[config.mk]
export PLATFORM = sky130hd
export DESIGN_NAME = ext_display_ctrl_flat
export DESIGN_NICKNAME = d
export VERILOG_FILES = /design/src/rtl/ext_display_ctrl_pkg.sv /design/src/rtl/ext_display_ctrl_if.sv /design/src/rtl/ext_display_ctrl_hex_to_seg7.sv /design/src/rtl/ext_display_ctrl.sv /design/src/flat_wrapper.sv
export SDC_FILE = /design/constraint.sdc
export NUM_CORES = 1
export LEC_CHECK = 0
export CAP_MARGIN = 20
export CORE_AREA = 2 2 96 70
export DETAILED_ROUTE_END_ITERATION = 16
export DIE_AREA = 0 0 98 72
export DONT_BUFFER_PORTS = 1
export GPL_TIMING_DRIVEN = 1
export PLACE_DENSITY_LB_ADDON = 0.1
export SLEW_MARGIN = 20
export SYNTH_ARGS = -nofsm -noshare
export SYNTH_HDL_FRONTEND = slang
export SYNTH_SLANG_ARGS = --single-unit
[constraint.sdc]
create_clock -name clk -period 1.85 [get_ports clk]
set_input_delay 0.185 -clock clk [delete_from_list [all_inputs] [get_ports clk]]
set_output_delay 0.185 -clock clk [all_outputs]
set_load 0.01 [all_outputs]
[src/rtl/ext_display_ctrl_pkg.sv]
`default_nettype none
// +--------------------------------------------------------------------------+
// | Package     : exdisp_pkg                                                 |
// | Description : Shared constants for the external 7-segment display        |
// |               controller: digit count, blank pattern, hex segment table  |
// |               and the field positions inside the external write data.    |
// | Revision    : 1.0 - initial release                                      |
// +--------------------------------------------------------------------------+
package exdisp_pkg;

    localparam int NUM_DIGITS = 4;
    localparam int DIGIT_W    = $clog2(NUM_DIGITS);

    // Active-low {g,f,e,d,c,b,a}; all ones means every segment is dark.
    localparam logic [6:0] SEG_BLANK = 7'h7F;

    // Entry [n] is the pattern for hex value n; listed from F down to 0 so
    // the packed index lines up with the value.
    localparam logic [15:0][6:0] SEG_TABLE = {
        7'h0E, 7'h06, 7'h21, 7'h46,   // F E d C
        7'h03, 7'h08, 7'h10, 7'h00,   // b A 9 8
        7'h78, 7'h02, 7'h12, 7'h19,   // 7 6 5 4
        7'h30, 7'h24, 7'h79, 7'h40    // 3 2 1 0
    };

    // Field positions inside ex_wdata.
    localparam int VAL_LSB = 0;
    localparam int DP_BIT  = 4;
    localparam int CLR_BIT = 31;

endpackage : exdisp_pkg
`default_nettype wire

[src/rtl/ext_display_ctrl_if.sv]
`default_nettype none
// +--------------------------------------------------------------------------+
// | Interface   : ext_display_ctrl_if                                        |
// | Description : External-device write bus from the MEM stage.              |
// |   ex_write  1   write strobe, one cycle per write                        |
// |   ex_ano    2   digit select, 0 = rightmost                              |
// |   ex_wdata  32  [3:0] value, [4] decimal point, [31] clear digit         |
// |   ex_ack    1   one-cycle pulse the cycle after an accepted write        |
// | Revision    : 1.0 - initial release                                      |
// +--------------------------------------------------------------------------+
interface ext_display_ctrl_if;

    logic        ex_write;
    logic [1:0]  ex_ano;
    logic [31:0] ex_wdata;
    logic        ex_ack;

    modport master (output ex_write, output ex_ano, output ex_wdata, input  ex_ack);
    modport slave  (input  ex_write, input  ex_ano, input  ex_wdata, output ex_ack);

endinterface : ext_display_ctrl_if
`default_nettype wire

[src/rtl/ext_display_ctrl_hex_to_seg7.sv]
`default_nettype none
// +--------------------------------------------------------------------------+
// | Module      : hex_to_seg7                                                |
// | Description : Combinational 4-bit hex value to active-low 7-segment      |
// |               pattern {g,f,e,d,c,b,a}.                                   |
// |   i_val  in  4   hex value                                               |
// |   o_seg  out 7   active-low segment pattern                              |
// | Revision    : 1.0 - initial release                                      |
// +--------------------------------------------------------------------------+
module hex_to_seg7
    import exdisp_pkg::*;
(
    input  wire logic [3:0] i_val,
    output logic      [6:0] o_seg
);

    assign o_seg = SEG_TABLE[i_val];

endmodule : hex_to_seg7
`default_nettype wire

[src/rtl/ext_display_ctrl.sv]
`default_nettype none
// +--------------------------------------------------------------------------+
// | Module      : ext_display_ctrl                                           |
// | Description : Responder for CPU external writes. Stores one hex digit    |
// |               per write and time-multiplexes a 4-digit 7-segment display.|
// |   clk    in   system clock                                               |
// |   reset  in   asynchronous, active-high reset                            |
// |   exBus  slv  external write bus (ex_write/ex_ano/ex_wdata/ex_ack)       |
// |   an     out  4  digit anodes, active-low, one-hot                        |
// |   seg    out  7  segments {g,f,e,d,c,b,a}, active-low                     |
// |   dp     out  1  decimal point, active-low                                |
// | Parameter   : SCAN_DIV - clk cycles each digit stays lit (2..2^20)       |
// | Build macro : EXT_DISPLAY_DP_EN - store wdata[4] per digit and drive dp; |
// |               when undefined dp is held off.                             |
// | Revision    : 1.0 - initial release                                      |
// +--------------------------------------------------------------------------+
module ext_display_ctrl
    import exdisp_pkg::*;
#(
    parameter int SCAN_DIV = 50000
)(
    input  wire logic            clk,
    input  wire logic            reset,
    ext_display_ctrl_if.slave    exBus,
    output logic [NUM_DIGITS-1:0] an,
    output logic [6:0]           seg,
    output logic                 dp
);

    localparam int                CNT_W      = (SCAN_DIV > 1) ? $clog2(SCAN_DIV) : 1;
    localparam logic [CNT_W-1:0]  c_CNT_LAST = CNT_W'(SCAN_DIV - 1);
    localparam logic [NUM_DIGITS-1:0] c_AN_ONE = NUM_DIGITS'(1);

    logic [NUM_DIGITS-1:0][3:0] r_digVal;
    logic [NUM_DIGITS-1:0]      r_digValid;
    logic [CNT_W-1:0]           r_scanCnt;
    logic [DIGIT_W-1:0]         r_scanIdx;
    logic                       r_ack;
    logic [NUM_DIGITS-1:0]      r_an;
    logic [6:0]                 r_seg;
    logic [6:0]                 w_hexSeg;

    // Bits of the write word that carry no meaning for this device.
    logic w_unusedWdata;
`ifdef EXT_DISPLAY_DP_EN
    assign w_unusedWdata = ^exBus.ex_wdata[30:5];
`else
    assign w_unusedWdata = ^exBus.ex_wdata[30:4];
`endif

    // Digit storage: indexed by the write's digit select, independent of scan.
    always_ff @(posedge clk or posedge reset) begin
        if (reset) begin
            r_digVal   <= '0;
            r_digValid <= '0;
        end else if (exBus.ex_write) begin
            if (exBus.ex_wdata[CLR_BIT]) begin
                r_digValid[exBus.ex_ano] <= 1'b0;
            end else begin
                r_digVal[exBus.ex_ano]   <= exBus.ex_wdata[VAL_LSB +: 4];
                r_digValid[exBus.ex_ano] <= 1'b1;
            end
        end
    end

    // Every write is accepted; the ack simply follows the strobe by a cycle.
    always_ff @(posedge clk or posedge reset) begin
        if (reset) begin
            r_ack <= 1'b0;
        end else begin
            r_ack <= exBus.ex_write;
        end
    end

    // Scan timer and digit index; the index wraps naturally at NUM_DIGITS.
    always_ff @(posedge clk or posedge reset) begin
        if (reset) begin
            r_scanCnt <= '0;
            r_scanIdx <= '0;
        end else if (r_scanCnt == c_CNT_LAST) begin
            r_scanCnt <= '0;
            r_scanIdx <= r_scanIdx + 1'b1;
        end else begin
            r_scanCnt <= r_scanCnt + 1'b1;
        end
    end

    // Single decoder on the scan mux output.
    hex_to_seg7 u_hexToSeg7 (
        .i_val (r_digVal[r_scanIdx]),
        .o_seg (w_hexSeg)
    );

    // Registered display outputs give every pin a clean, glitch-free edge.
    always_ff @(posedge clk or posedge reset) begin
        if (reset) begin
            r_an  <= '1;
            r_seg <= SEG_BLANK;
        end else begin
            r_an  <= ~(c_AN_ONE << r_scanIdx);
            r_seg <= r_digValid[r_scanIdx] ? w_hexSeg : SEG_BLANK;
        end
    end

`ifdef EXT_DISPLAY_DP_EN
    logic [NUM_DIGITS-1:0] r_digDp;
    logic                  r_dp;

    always_ff @(posedge clk or posedge reset) begin
        if (reset) begin
            r_digDp <= '0;
        end else if (exBus.ex_write && !exBus.ex_wdata[CLR_BIT]) begin
            r_digDp[exBus.ex_ano] <= exBus.ex_wdata[DP_BIT];
        end
    end

    always_ff @(posedge clk or posedge reset) begin
        if (reset) begin
            r_dp <= 1'b1;
        end else begin
            r_dp <= ~(r_digValid[r_scanIdx] & r_digDp[r_scanIdx]);
        end
    end

    assign dp = r_dp;
`else
    assign dp = 1'b1;
`endif

    assign an           = r_an;
    assign seg          = r_seg;
    assign exBus.ex_ack = r_ack;

endmodule : ext_display_ctrl
`default_nettype wire

[src/flat_wrapper.sv]
// flat-port wrapper written by rule: the top's interface ports become plain ports
module ext_display_ctrl_flat import exdisp_pkg::*;
#(
    parameter int SCAN_DIV = 50000
)
  (clk, reset, an, seg, dp, exBus_ex_write, exBus_ex_ano, exBus_ex_wdata, exBus_ex_ack);
  ext_display_ctrl_if exBus_i ();
  input  wire logic clk;
  input  wire logic reset;
  output logic [NUM_DIGITS-1:0] an;
  output logic [6:0] seg;
  output logic dp;
  input wire logic [$bits(exBus_i.ex_write)-1:0] exBus_ex_write;
  input wire logic [$bits(exBus_i.ex_ano)-1:0] exBus_ex_ano;
  input wire logic [$bits(exBus_i.ex_wdata)-1:0] exBus_ex_wdata;
  output wire logic [$bits(exBus_i.ex_ack)-1:0] exBus_ex_ack;
  assign exBus_i.ex_write = exBus_ex_write;
  assign exBus_i.ex_ano = exBus_ex_ano;
  assign exBus_i.ex_wdata = exBus_ex_wdata;
  assign exBus_ex_ack = exBus_i.ex_ack;
  ext_display_ctrl #(.SCAN_DIV(SCAN_DIV)) u_core (.clk(clk), .reset(reset), .exBus(exBus_i), .an(an), .seg(seg), .dp(dp));
endmodule
# ---- Word-level counts from Yosys, hierarchy flattened
# Memory sizes are Yosys's and may differ from the RTL's.
# Index checks and enable logic that the tools add are counted.
dict set report op_classes {
  n_addsub 2
  n_eq_ne 1
  n_lt_le_gt_ge 4
  reduce_logical 2
  bitwise_logic 5
  n_shift 1
  mux 13
}
# op n
set ops {}
lappend ops {{$add 16x1->16 const B} 1}
lappend ops {{$bwmux 16} 1}
lappend ops {{$eq 16x16->1 const B} 1}
lappend ops {{$mux 16} 1}
lappend ops {{$mux 7} 2}
lappend ops {{$mux 4} 3}
lappend ops {{$bmux 4 s2} 1}
lappend ops {{$demux 4 s2} 1}
lappend ops {{$not 4->4} 2}
lappend ops {{$lt 2x3->1 const B} 2}
lappend ops {{$lt 4x5->1 const B} 1}
lappend ops {{$and 4x4->4} 1}
lappend ops {{$or 4x4->4} 1}
lappend ops {{$shl 1x2->4 const A} 1}
lappend ops {{$add 2x1->2 const B} 1}
lappend ops {{$bmux 1 s2} 1}
lappend ops {{$demux 1 s2} 1}
lappend ops {{$ge 2x1->1 const B} 1}
lappend ops {{$mux 1} 2}
lappend ops {{$reduce_and 2->1} 1}
lappend ops {{$logic_and 1x1->1} 1}
lappend ops {{$not 1->1} 1}
dict set report word_totals {
  output_inout_bits 13
  rom_bits 112
  n_memories 1
  elab_cells 39
  regBits 50
}
# name depth width rd rd_clocked_by_memory_dff write_ports line
set mem_list {}
lappend mem_list {{(no name shown)} 16 7 1 0 0 ext_display_ctrl_hex_to_seg7.sv:17} ;# assign o_seg = SEG_TABLE[i_val];

# ---- Logic depth before layout (Yosys ltp)
dict set report logic_depth {
  ltp_word 7
  mapped_depth 7
  mapped_depth_nobuf 6
}

# ---- By module
# Synthesis repeated with hierarchy kept, for this count alone.
dict set report hier_totals {
  cells_unflattened 194
  area_unflattened_um2 2422.3
}
# module seq_area_each_um2 area_each_um2 cells_per_inst instances
set modules_own_cells {}
lappend modules_own_cells {ext_display_ctrl 1265.0 2147.1 162 1}
lappend modules_own_cells {hex_to_seg7 0.0 275.3 32 1}

# ---- Worst setup path before layout
# Ideal clock, no wire load.
dict set report synth_path {
  path_kind {reg-to-reg}
  start {reg u_core.r_scanIdx[0]}
  end {reg u_core.r_seg[0], in the netlist u_core.seg[0]}
  required_ns 1.766
  path_stages_with_launch 7
  arrival_ns 1.871
  path_buffers 1
  setup_slack_ns -0.104
  path_cell_list {dfrtp_1 -> buf_6 -> mux4_1 -> ha_1 -> or3b_1 -> o221ai_1 -> nand2_1}
}
dict set report synth_between {
  elab_chain_len 5
  elab_cells_between_ends 7
}
# element line
set synth_lines {}
lappend synth_lines {{start, declared} ext_display_ctrl.sv:37} ;# logic [DIGIT_W-1:0] r_scanIdx;
lappend synth_lines {{start signal, assigned} ext_display_ctrl.sv:82} ;# r_scanIdx <= r_scanIdx + 1'b1;
lappend synth_lines {{$bmux 4 s2} ext_display_ctrl.sv:90} ;# .i_val (r_digVal[r_scanIdx]),
lappend synth_lines {{$mux 4 (not written as such)} ext_display_ctrl.sv:90}
lappend synth_lines {{$mem_v2 16x7} --}
lappend synth_lines {{$mux 7 (not written as such)} ext_display_ctrl_hex_to_seg7.sv:17}
lappend synth_lines {{$mux 7 (*)} ext_display_ctrl.sv:101} ;# r_seg <= r_digValid[r_scanIdx] ? w_hexSeg : SEG_BLANK;
lappend synth_lines {{end signal, assigned} ext_display_ctrl.sv:101}
lappend synth_lines {{end, declared} ext_display_ctrl.sv:40} ;# logic [6:0] r_seg;
# Mark *: on every way between the ends. The rest lies on a longest branch, timed or not. The select of a mux whose other input is x is not followed.
# A chain may end at the register's enable or synchronous reset.

# ---- Final worst setup path
# Ends and elaborated chain as after synthesis.

==> results.py <==
metrics = {
    "pwr": {
        "power-per-cell-area_nw_per_um2": 941,
        "p_comb_share_pct": 18.6,
        "p_switching_uw": 701,
        "power_leakage_uw": 0.00123,
        "p_total_uw": 2620,
        "pwr-share-seq_pct": 50.9,
        "pwr-share-clk_pct": 30.6,
        "swShare_pct": 26.8,
        "peakVddDrop_mv": 0.360,
        "intPower_uw": 1910,
    },
    "critical_path": {
        "start_kind": "register",
        "ff2ff_path_depth": 5,
        "crit_end": "u_core.seg[0]$_DFF_PP1_",
        "startpoint": "u_core.r_scanIdx[0]$_DFFE_PP0N_",
        "critPathKind": "reg2reg",
        "reg2reg_to": "u_core.seg[0]$_DFF_PP1_",
        "endpoint_kind": "register",
        "r2r_slack_ns": 0.02,
        "crit_fanout": 4,
        "r2r_start": "u_core.r_scanIdx[0]$_DFFE_PP0N_",
        "cp.required_ns": 2.08,
        "worstPathArrival_ns": 2.05,
    },
    "synth": {
        "synth_compound_area_share_pct": 5.01,
        "post-synth-top-count-cell": "dfrtp_1",
        "ys_warn_count": 0,
        "synthAdderAreaFrac_pct": 5.80,
        "syn_inst": 192,
        "yosys_most_used_dff": "dfrtp_1",
        "synth_edf_count": 0,
        "yosys.area.top_type": "dfrtp_1",
        "yosysSeqAreaShare_pct": 53.4,
        "synth_top_family_by_area": "multiplexers",
        "yosys_register_bits": 50,
        "postSynthAreaPerCell_um2": 12.3,
        "synth.distinct_cells": 39,
        "synthSimpleGateAreaFrac_pct": 11.6,
        "synthArstFlopShare_pct": 100,
        "syn_area_um2": 2370,
        "synth_area_leaders": "dfrtp_1, dfstp_2, mux2_2",
        "synth_xor_area_share_pct": 5.54,
        "synth_mux_area_share_pct": 14.2,
        "synth_top_area_share_pct": 41.2,
        "mappedNetlistNets": 240,
        "synthTopCellsByCount": "dfrtp_1, mux2_2, inv_1, nor2_1",
    },
    "grt": {
        "first_global_vias": 1518,
        "grt_pass1_wl_um": 7470,
        "grt_max_degree": 34,
        "grt_antenna_before_repair": 0,
        "grt_overflow": 0,
        "grtUsageTotal_pct": 13.7,
    },
    "drt": {
        "wl_per_cell_um": 15.7,
        "dr.pass1.iters": 4,
        "vias_per_cell": 5.00,
        "ant_nets": 0,
        "drt_wl_total_um": 4670,
        "drt_iter0_markers": 64,
        "vias": 1484,
        "drc": 0,
    },
    "clocking": {
        "numCtsBuffers": 5,
        "cts_root_buf": "clkbuf_8",
        "path_clk_slew_ns": 0.10,
        "worstSkewPairLatency_ns": 0.31,
        "cts.htree.levels": 2,
        "clockBufferDepth": 2,
        "clock_sinks": 50,
        "tritoncts": "built",
    },
    "place": {
        "io_buffers": 0,
        "gp_congestion": 0.851,
        "dpl.cell_count": 282,
        "hpwl_um": 3280,
    },
    "timing": {
        "maxSlewViolCount": 0,
        "post-route-period-util_pct": 98.7,
        "setup_viol": 0,
        "period_needed_ns": 1.83,
        "hold_violations": 0,
        "fin_skew_ns": 0.00853,
        "slew_headroom_pct": 53.1,
        "grt_setup_unrepaired": "yes",
        "worstMarginPinSlew_ns": 0.702,
        "fmax_ghz": 0.548,
    },
    "status": {
        "status": "completed",
    },
    "final_layout": {
        "syn2layout_area_growth_pct": 17.3,
        "fillerInstances": 559,
        "n_antenna_cell": 0,
        "final_net_count": 266,
        "drive_gt1_share_pct": 33.3,
        "final_cells": 297,
    },
    "min_path": {
        "hold_path.class": "in2reg",
    },
    "floorplanning": {
        "start_util_pct": 38.9,
        "dieArea_um2": 7060,
        "rows": 24,
        "die_h_um": 72,
        "design.core.area_um2": 6100,
        "dieWidth_um": 98,
        "num_io_pins": 50,
    },
    "flow_run": {
        "drv_cap": 0,
    },
}
## registers in the layout, indices dropped and copies added (netlist names), named ones only
register             flops
u_core.an                4
u_core.exBus.ex_ack      1
u_core.r_digVal         16
u_core.r_scanCnt        16
u_core.r_scanIdx         2
u_core.seg               7
## cells in the final DEF (no fill, tap or decap), types with 3 or more instances in the layout
cell type and instances:
o221ai_1 5, nand2_1 8, ha_1 9, dfrtp_1 38, a21o_1 3, buf_4 18
nor3_1 5, dlygate4sd3_1 5, nand4_1 4, xnor2_1 8, dfstp_2 11, xor2_1 7
mux4_2 4, clkbuf_8 5, mux2_2 18, inv_1 14, nor2_1 16, nand3_1 5
## layout make-up
cell class              count  area [µm²]  area share [%]
clock buffers               5        68.8            2.47
clock inverters             3        47.5            1.71
inverters                  16        60.1            2.16
multi-input cells         121        1040            37.6
flip-flops and latches     50        1270            45.5
well taps                  78        97.6            3.51
repair buffers             24         196            7.06
## worst min-delay path by stage
stage | startpoint | to | slack (ns) | cells after the start
after floorplan | exBus_ex_write | u_core.exBus.ex_ack$_DFF_PP0_ | 0.22 | 0
after detailed placement | exBus_ex_write | u_core.exBus.ex_ack$_DFF_PP0_ | 0.22 | 0
after global placement | reset | u_core.r_scanCnt[13]$_DFF_PP0_ | 0.22 | 1
final | exBus_ex_wdata[2] | u_core.r_digVal[10]$_DFFE_PP0P_ | 0.02 | 1
after global routing | exBus_ex_wdata[3] | u_core.r_digVal[11]$_DFFE_PP0P_ | 0.0001 | 1
after CTS | exBus_ex_wdata[3] | u_core.r_digVal[15]$_DFFE_PP0P_ | 0.003 | 1
## worst max-delay path, stage by stage (launching register included)
cell	delay [ns]
dfrtp_2	0.43
mux4_2	0.59
ha_4	0.20
or3b_1	0.37
o221ai_1	0.08
nand2_1	0.08
## power by group through the flow
stage | combinational [µW] | clock [µW] | sequential (µW)
final | 486 | 800 | 1330
after CTS | 449 | 836 | 1320
after global placement | 425 | 0 | 1340
after floorplan | 326 | 0 | 1320
after global routing | 534 | 881 | 1350
after detailed placement | 443 | 0 | 1340
## layer usage
metal | track usage (%) | up-vias | wire length (µm)
met4 | 5.86 | 0 | 85
met3 | 3.95 | 7 | 205
li1 | - | 715 | -
met2 | 20.3 | 27 | 2000
met1 | 18.9 | 735 | 2380
met5 | 0 | - | 0
## cells by family after synthesis
logic type,after synthesis
other,1
adders and majority gates,11
xor gates and xnor gates,15
muxes,24
and+or+nand+nor,53
DFF,50
AOI/OAI and AO/OA,16
buffers and inverters,22
## repair_timing
item,CTS,global route
endpoints found under the hold margin,32,4
endpoints found under the setup margin,5,6
buffers inserted,0,1
resized for setup,1,7
hold buffers,2,3
pin swaps,0,1
gates cloned,0,1
## stage by stage
stage                     util [%]  setup WS (ns)  hold slack, ns  setup TNS (ns)  area (µm²)
final                         45.6         0.0239          0.0166               0        2780
after detailed placement      41.9        -0.0277           0.217         -0.0616        2560
after global placement        41.9        -0.0162           0.217         -0.0196        2560
after global routing          45.6        -0.0498        0.000101          -0.138        2780
after floorplan                  -        0.00967           0.216               0        2370
after CTS                     44.2        0.00393         0.00264               0        2690
Power figures use the tool's default switching activity.
